### config.mk
export PLATFORM = sky130hd
export DESIGN_NAME = clk_lock_seq
export DESIGN_NICKNAME = d
export VERILOG_FILES = /design/src/rtl/clk_lock_seq.sv
export SDC_FILE = /design/constraint.sdc
export NUM_CORES = 1
export LEC_CHECK = 0
export ABC_AREA = 1
export BUFFER_PORTS_ARGS = -buffer_cell sky130_fd_sc_hd__buf_4
export CAP_MARGIN = 20
export CORE_MARGIN = 8
export CORE_UTILIZATION = 66
export CTS_BUF_LIST = sky130_fd_sc_hd__clkbuf_8
export CTS_CLUSTER_SIZE = 30
export DETAILED_ROUTE_END_ITERATION = 10
export PLACE_DENSITY = 0.89
export SLEW_MARGIN = 5
export SYNTH_ARGS = -nofsm -noshare
export SYNTH_HDL_FRONTEND = slang
export SYNTH_SLANG_ARGS = --single-unit
### constraint.sdc
create_clock -name clk -period 4.4 [get_ports clk]
set_input_delay 0.66 -clock clk [delete_from_list [all_inputs] [get_ports clk]]
set_output_delay 0.66 -clock clk [all_outputs]
set_load 0.005 [all_outputs]
### src/rtl/clk_lock_seq.sv
// Clock-lock sequencer: drives the DCM/PLL reset, waits for a qualified lock,
// retries a bounded number of times and raises clock_ready once lock is stable.
module clk_lock_seq #(
  parameter int unsigned SYNC_STAGES   = 3,
  parameter int unsigned RST_CYCLES    = 16,
  parameter int unsigned LOCK_TIMEOUT  = 4096,
  parameter int unsigned STABLE_CYCLES = 256,
  parameter int unsigned MAX_RETRIES   = 7,
  parameter int unsigned CNT_W         = 16,
  parameter int unsigned RETRY_W       = 3
) (
  input  logic               clk,
  input  logic               rst,
  input  logic               enable,
  input  logic               lock_in,
  input  logic               req_relock,
  output logic               dcm_rst,
  output logic               clock_ready,
  output logic               fail,
  output logic               lost_lock,
  output logic [RETRY_W-1:0] retry_count,
  output logic [2:0]         state
);

  typedef enum logic [2:0] {
    StIdle     = 3'd0,
    StReset    = 3'd1,
    StWaitLock = 3'd2,
    StStable   = 3'd3,
    StReady    = 3'd4,
    StFail     = 3'd5
  } state_e;

  localparam logic [CNT_W-1:0]   RstLast     = CNT_W'(RST_CYCLES - 1);
  localparam logic [CNT_W-1:0]   TimeoutLast = CNT_W'(LOCK_TIMEOUT - 1);
  localparam logic [CNT_W-1:0]   StableLast  = CNT_W'(STABLE_CYCLES - 1);
  localparam logic [CNT_W-1:0]   SyncCnt     = CNT_W'(SYNC_STAGES);
  localparam logic [RETRY_W-1:0] MaxRetries  = RETRY_W'(MAX_RETRIES);

  logic [SYNC_STAGES-1:0] sync_q;
  logic                   lock_s;

  state_e               state_q, state_d;
  logic [CNT_W-1:0]     cnt_q, cnt_d;
  logic [RETRY_W-1:0]   retry_q, retry_d;
  logic                 dcm_rst_q, clock_ready_q, fail_q, lost_lock_q;
  logic                 lost_d;
  logic                 relock_take;
  logic                 attempt_failed;
  logic                 reload;

  // Lock synchroniser: free-running and deliberately unreset.
  always_ff @(posedge clk) begin
    sync_q <= {sync_q[SYNC_STAGES-2:0], lock_in};
  end

  assign lock_s = sync_q[SYNC_STAGES-1];

  // Next-state, retry and counter decisions in priority order.
  always_comb begin
    state_d        = state_q;
    retry_d        = retry_q;
    lost_d         = 1'b0;
    relock_take    = 1'b0;
    attempt_failed = 1'b0;

    if (!enable) begin
      state_d = StIdle;
    end else if (req_relock && (state_q != StIdle)) begin
      state_d     = StReset;
      retry_d     = '0;
      relock_take = 1'b1;
    end else begin
      case (state_q)
        StIdle:  state_d = StReset;
        StReset: if (cnt_q == RstLast) state_d = StWaitLock;
        StWaitLock: begin
          // Early lock_s samples may still carry the previous attempt's lock.
          if ((cnt_q >= SyncCnt) && lock_s) begin
            state_d = StStable;
          end else if (cnt_q == TimeoutLast) begin
            attempt_failed = 1'b1;
          end
        end
        StStable: begin
          if (!lock_s) begin
            attempt_failed = 1'b1;
          end else if (cnt_q == StableLast) begin
            state_d = StReady;
          end
        end
        StReady: begin
          if (!lock_s) begin
            state_d = StReset;
            retry_d = '0;
            lost_d  = 1'b1;
          end
        end
        StFail:  state_d = StFail;
        default: state_d = StIdle;
      endcase

      if (attempt_failed) begin
        retry_d = (retry_q == '1) ? retry_q : retry_q + RETRY_W'(1);
        state_d = (retry_d == MaxRetries) ? StFail : StReset;
      end
    end

    if (state_d == StIdle) begin
      retry_d = '0;
    end

    // Counter restarts on any state entry, including a relock re-entry of RESET.
    reload = (state_d != state_q) || relock_take;
    if (reload) begin
      cnt_d = '0;
    end else if (cnt_q == '1) begin
      cnt_d = cnt_q;
    end else begin
      cnt_d = cnt_q + CNT_W'(1);
    end
  end

  // State, counter and outputs, all decoded from the next state.
  always_ff @(posedge clk) begin
    if (rst) begin
      state_q       <= StIdle;
      cnt_q         <= '0;
      retry_q       <= '0;
      dcm_rst_q     <= 1'b1;
      clock_ready_q <= 1'b0;
      fail_q        <= 1'b0;
      lost_lock_q   <= 1'b0;
    end else begin
      state_q       <= state_d;
      cnt_q         <= cnt_d;
      retry_q       <= retry_d;
      dcm_rst_q     <= state_d inside {StIdle, StReset, StFail};
      clock_ready_q <= (state_d == StReady);
      fail_q        <= (state_d == StFail);
      lost_lock_q   <= lost_d;
    end
  end

  assign dcm_rst     = dcm_rst_q;
  assign clock_ready = clock_ready_q;
  assign fail        = fail_q;
  assign lost_lock   = lost_lock_q;
  assign retry_count = retry_q;
  assign state       = state_q;

endmodule
==> summary by stage <==
Pwr
The net switching power is 0.0001198 W. The cell internal power dissipation is 0.0003818 W. The completed layout was analyzed and its total power is 0.0005016 W.

Net switching is 23.89% of the power. Per report_power, the combinational group accounts for 6.8% of the total. The power per cell area is 267.6 mW/mm². The leakage dissipation is 0.8622 nW. The clock network is responsible for 39.5% of the overall power. The sequential power share is 53.7%. Across the VDD grid, the largest voltage drop is 0.3175 mV.

Yosys
The top flip-flop cell by instance count after synthesis is sky130_fd_sc_hd__dfxtp_1. In the synthesized netlist, the number of instances is 223. Each instance of the synthesized netlist takes up on average 7.507 µm². The number of enable-type register cells in the synthesized netlist is 0. In this run the cell area of the synthesized design comes to 0.001674 mm². The number of different library cells used by synthesis comes to 29. After synthesis, the share of flip-flops with an asynchronous set or reset is 0%. The share of the Yosys chip area taken by registers is 34.68%.

The count of yosys warnings during synthesis is 0. The net count after synthesis is 230. After synthesis the netlist holds a flip-flop and latch count of 29.

Timing
The setup clock skew after layout is 0.006183 ns. Dividing the final minimum period by the clock period gives 49.29%. The final total negative setup slack is 0 ns. The max-slew violation total from the final report was 0. The relative slew slack is 71.12%.

The final number of hold-violating endpoints is 0. For this run, the top clock speed supported by timing is 461.1 MHz. The post-layout minimum cycle time is 2.169 ns. Hold timing on the final database bottoms out at a slack of 0.3252 ns. At the pin with the least slew margin, the transition time is 0.4293 ns. Setup repair after global routing left no endpoint under its margin. Setup violations remaining at the end of the flow were counted as 0.

Critical path
For the worst flop-to-flop path, the logic depth is 11. The startpoint kind of the worst setup timing path is a flip-flop. Data on the critical path arrives at its endpoint at 2.36 ns.

The type of element capturing the critical path is a flip-flop. The highest net fanout along the worst path is 16. Data on the critical path is required at its endpoint by 4.59 ns. The worst setup path is of the reg -> reg kind.

Run
The count of maximum capacitance violations is 0.

Route
The post-detailed-route wirelength per cell is 11.92 µm. The final route contains 1,483 vias. The first routing iteration left 101 violations.

Using the TritonRoute via totals, the vias-per-cell ratio works out to 5.432. The number of detailed-route iterations in the first pass is 4. The detail route stage leaves a number of antenna-violating nets equal to 0. The number of DRC violations after detailed routing is 0.

The final wirelength is 3.255 mm.

Finish
The area growth from synthesis to layout is 11.96%. The total number of nets in the final design is 249. The cell area after layout is 0.001874 mm².

The share of final-layout standard cells stronger than drive strength 1 is 21.40%. The antenna diode count is 0.

Outcome
The run finished with clean final reports.

CTS
The H-tree level count is 2. The clock tree root buffer cell is sky130_fd_sc_hd__clkbuf_8. The cts-stage hold buffer count is 0.

Clock tree synthesis found a total of 29 sinks. The number of resized instances in the post-cts repair step is 0. The clock reaches the later pin of the worst-skew pair after 0.28 ns. After clock tree synthesis, the clock-pin slew on the worst setup and hold paths is 0.06 ns. The CTS tree is built.

The TritonCTS buffer count is 5. No sink is reached through more buffers than the 2 on the longest clock path. The number of setup buffers added after CTS is 0.

Floorplanning
The die is 66.37 µm wide. For this design the top-level I/O count stands at 15. The overall die area is 0.004404 mm².

The site row count is 18. The starting density of the core is 68.83%. In this run the vertical extent of the chip is 66.37 µm. The core area is 0.002432 mm².

Global route
The via count of the first global-routing pass is 1,284. The global-route total usage across every layer is 16.10%. Entering global routing, the biggest net connects 17 pins. The initial antenna violation count came to 0. The leftover overflow at the end of global routing is 0.

The wire length of the first global-routing pass is 5.526 mm.

Place
Once placement finished, the instance area stood at 0.001794 mm². At the end of routability-driven placement, the weighted congestion stood at 0.9605. The half-perimeter wire length after detailed placement is 2.460 mm. Input and output buffers added on the ports amount to 14.

Hold path
In this run the worst hold path is classified as reg -> reg. The worst hold path cell count is 0.
-- worst max-delay path, cell delays in order, from the launching register on --
cell and delay, ns:
sky130_fd_sc_hd__dfxtp_1 0.39, sky130_fd_sc_hd__ha_1 0.21, sky130_fd_sc_hd__inv_1 0.07, sky130_fd_sc_hd__nor2_2 0.15, sky130_fd_sc_hd__nand2_4 0.09, sky130_fd_sc_hd__nor2_2 0.10, sky130_fd_sc_hd__nand2_1 0.07, sky130_fd_sc_hd__nand2_2 0.08
sky130_fd_sc_hd__nand3_1 0.12, sky130_fd_sc_hd__nand4_1 0.14, sky130_fd_sc_hd__nand3_2 0.37, sky130_fd_sc_hd__nor3_1 0.30
-- cells in the final DEF (no fill, tap or decap), drive strengths merged, types with 8 or more instances in the layout --
| cell type | synthesis | routed |
|---|---|---|
| nand2 | 48 | 48 |
| inv | 30 | 33 |
| dfxtp | 29 | 29 |
| nor2 | 29 | 29 |
| nand3 | 27 | 27 |
| nor3 | 20 | 20 |
| buf | 2 | 14 |
| xor2 | 10 | 10 |
| o21ai | 8 | 8 |
-- metal layers --
metal	GRT usage [%]	wire, µm
met5	0	0
met2	22.44	1488
met1	21.86	1521
met3	4.576	188
met4	8.000	57
-- sequential cells by signal, indices dropped and copies added (netlist names) --
name         cells
state            3
fail             1
lost_lock        1
clock_ready      1
retry_count      3
dcm_rst          1
cnt_q           16
sync_q           3
-- cells by family (layout without fill, tap and decap cells) --
kind of cell / Yosys count / count (layout) / share of synthesized area [%]
and+or+nand+nor: 133 / 133 / 43.95
buffers and inverters: 32 / 52 / 8.072
DFF: 29 / 29 / 34.68
AOI/OAI and AO/OA: 13 / 13 / 4.410
xor gates and xnor gates: 13 / 13 / 6.801
adders and majority gates: 2 / 2 / 1.495
muxes: 1 / 1 / 0.5979
-- final cells by class --
class | count | area, µm²
multi-input combinational | 162 | 958.4
sequential | 29 | 580.6
fill | 185 | 558.0
inverter | 30 | 112.6
timing repair buffer | 14 | 105.1
clock buffer | 5 | 68.82
tap | 30 | 37.54
clock inverter | 3 | 11.26
-- final timing paths --
path / from / to / slack (ns)
worst max-delay path: cnt_q[0] / cnt_q[15] / 2.23
worst min-delay path: sync_q[1] / sync_q[2] / 0.33
worst max register to register: cnt_q[0] / cnt_q[15] / 2.23
worst min register to register: sync_q[1] / sync_q[2] / 0.33
-- cells in the mapped netlist (all sizes together), types with 2 or more instances --
master	number	area [µm²]
xor2	10	87.58
nand2	48	222.7
buf	2	22.52
nor4	2	12.51
o21ai	8	40.03
nor3	20	150.1
nor2	29	142.6
nand4	5	31.28
dfxtp	29	580.6
inv	30	112.6
ha	2	25.02
xnor2	3	26.28
a21oi	3	18.77
nand3	27	162.7
-- power by group through the flow --
stage | clock, W | combinational, W | sequential [W]
after global routing | 0.000213 | 0.0000379 | 0.000270
after global placement | 0 | 0.0000331 | 0.000275
after floorplan | 0 | 0.0000269 | 0.000275
after CTS | 0.000203 | 0.0000341 | 0.000269
final | 0.000198 | 0.0000339 | 0.000269
after detailed placement | 0 | 0.0000339 | 0.000275
-- stage by stage --
stage               worst slack, ns  util, %  cells
global route                  1.960    77.06    273
finish                        2.231    77.06    273
detailed placement            2.237    73.77    265
floorplan                     2.608        -    223
global placement              2.360    73.77    265
CTS                           2.206    77.06    273
No activity file was read; power rests on OpenSTA's default activity.
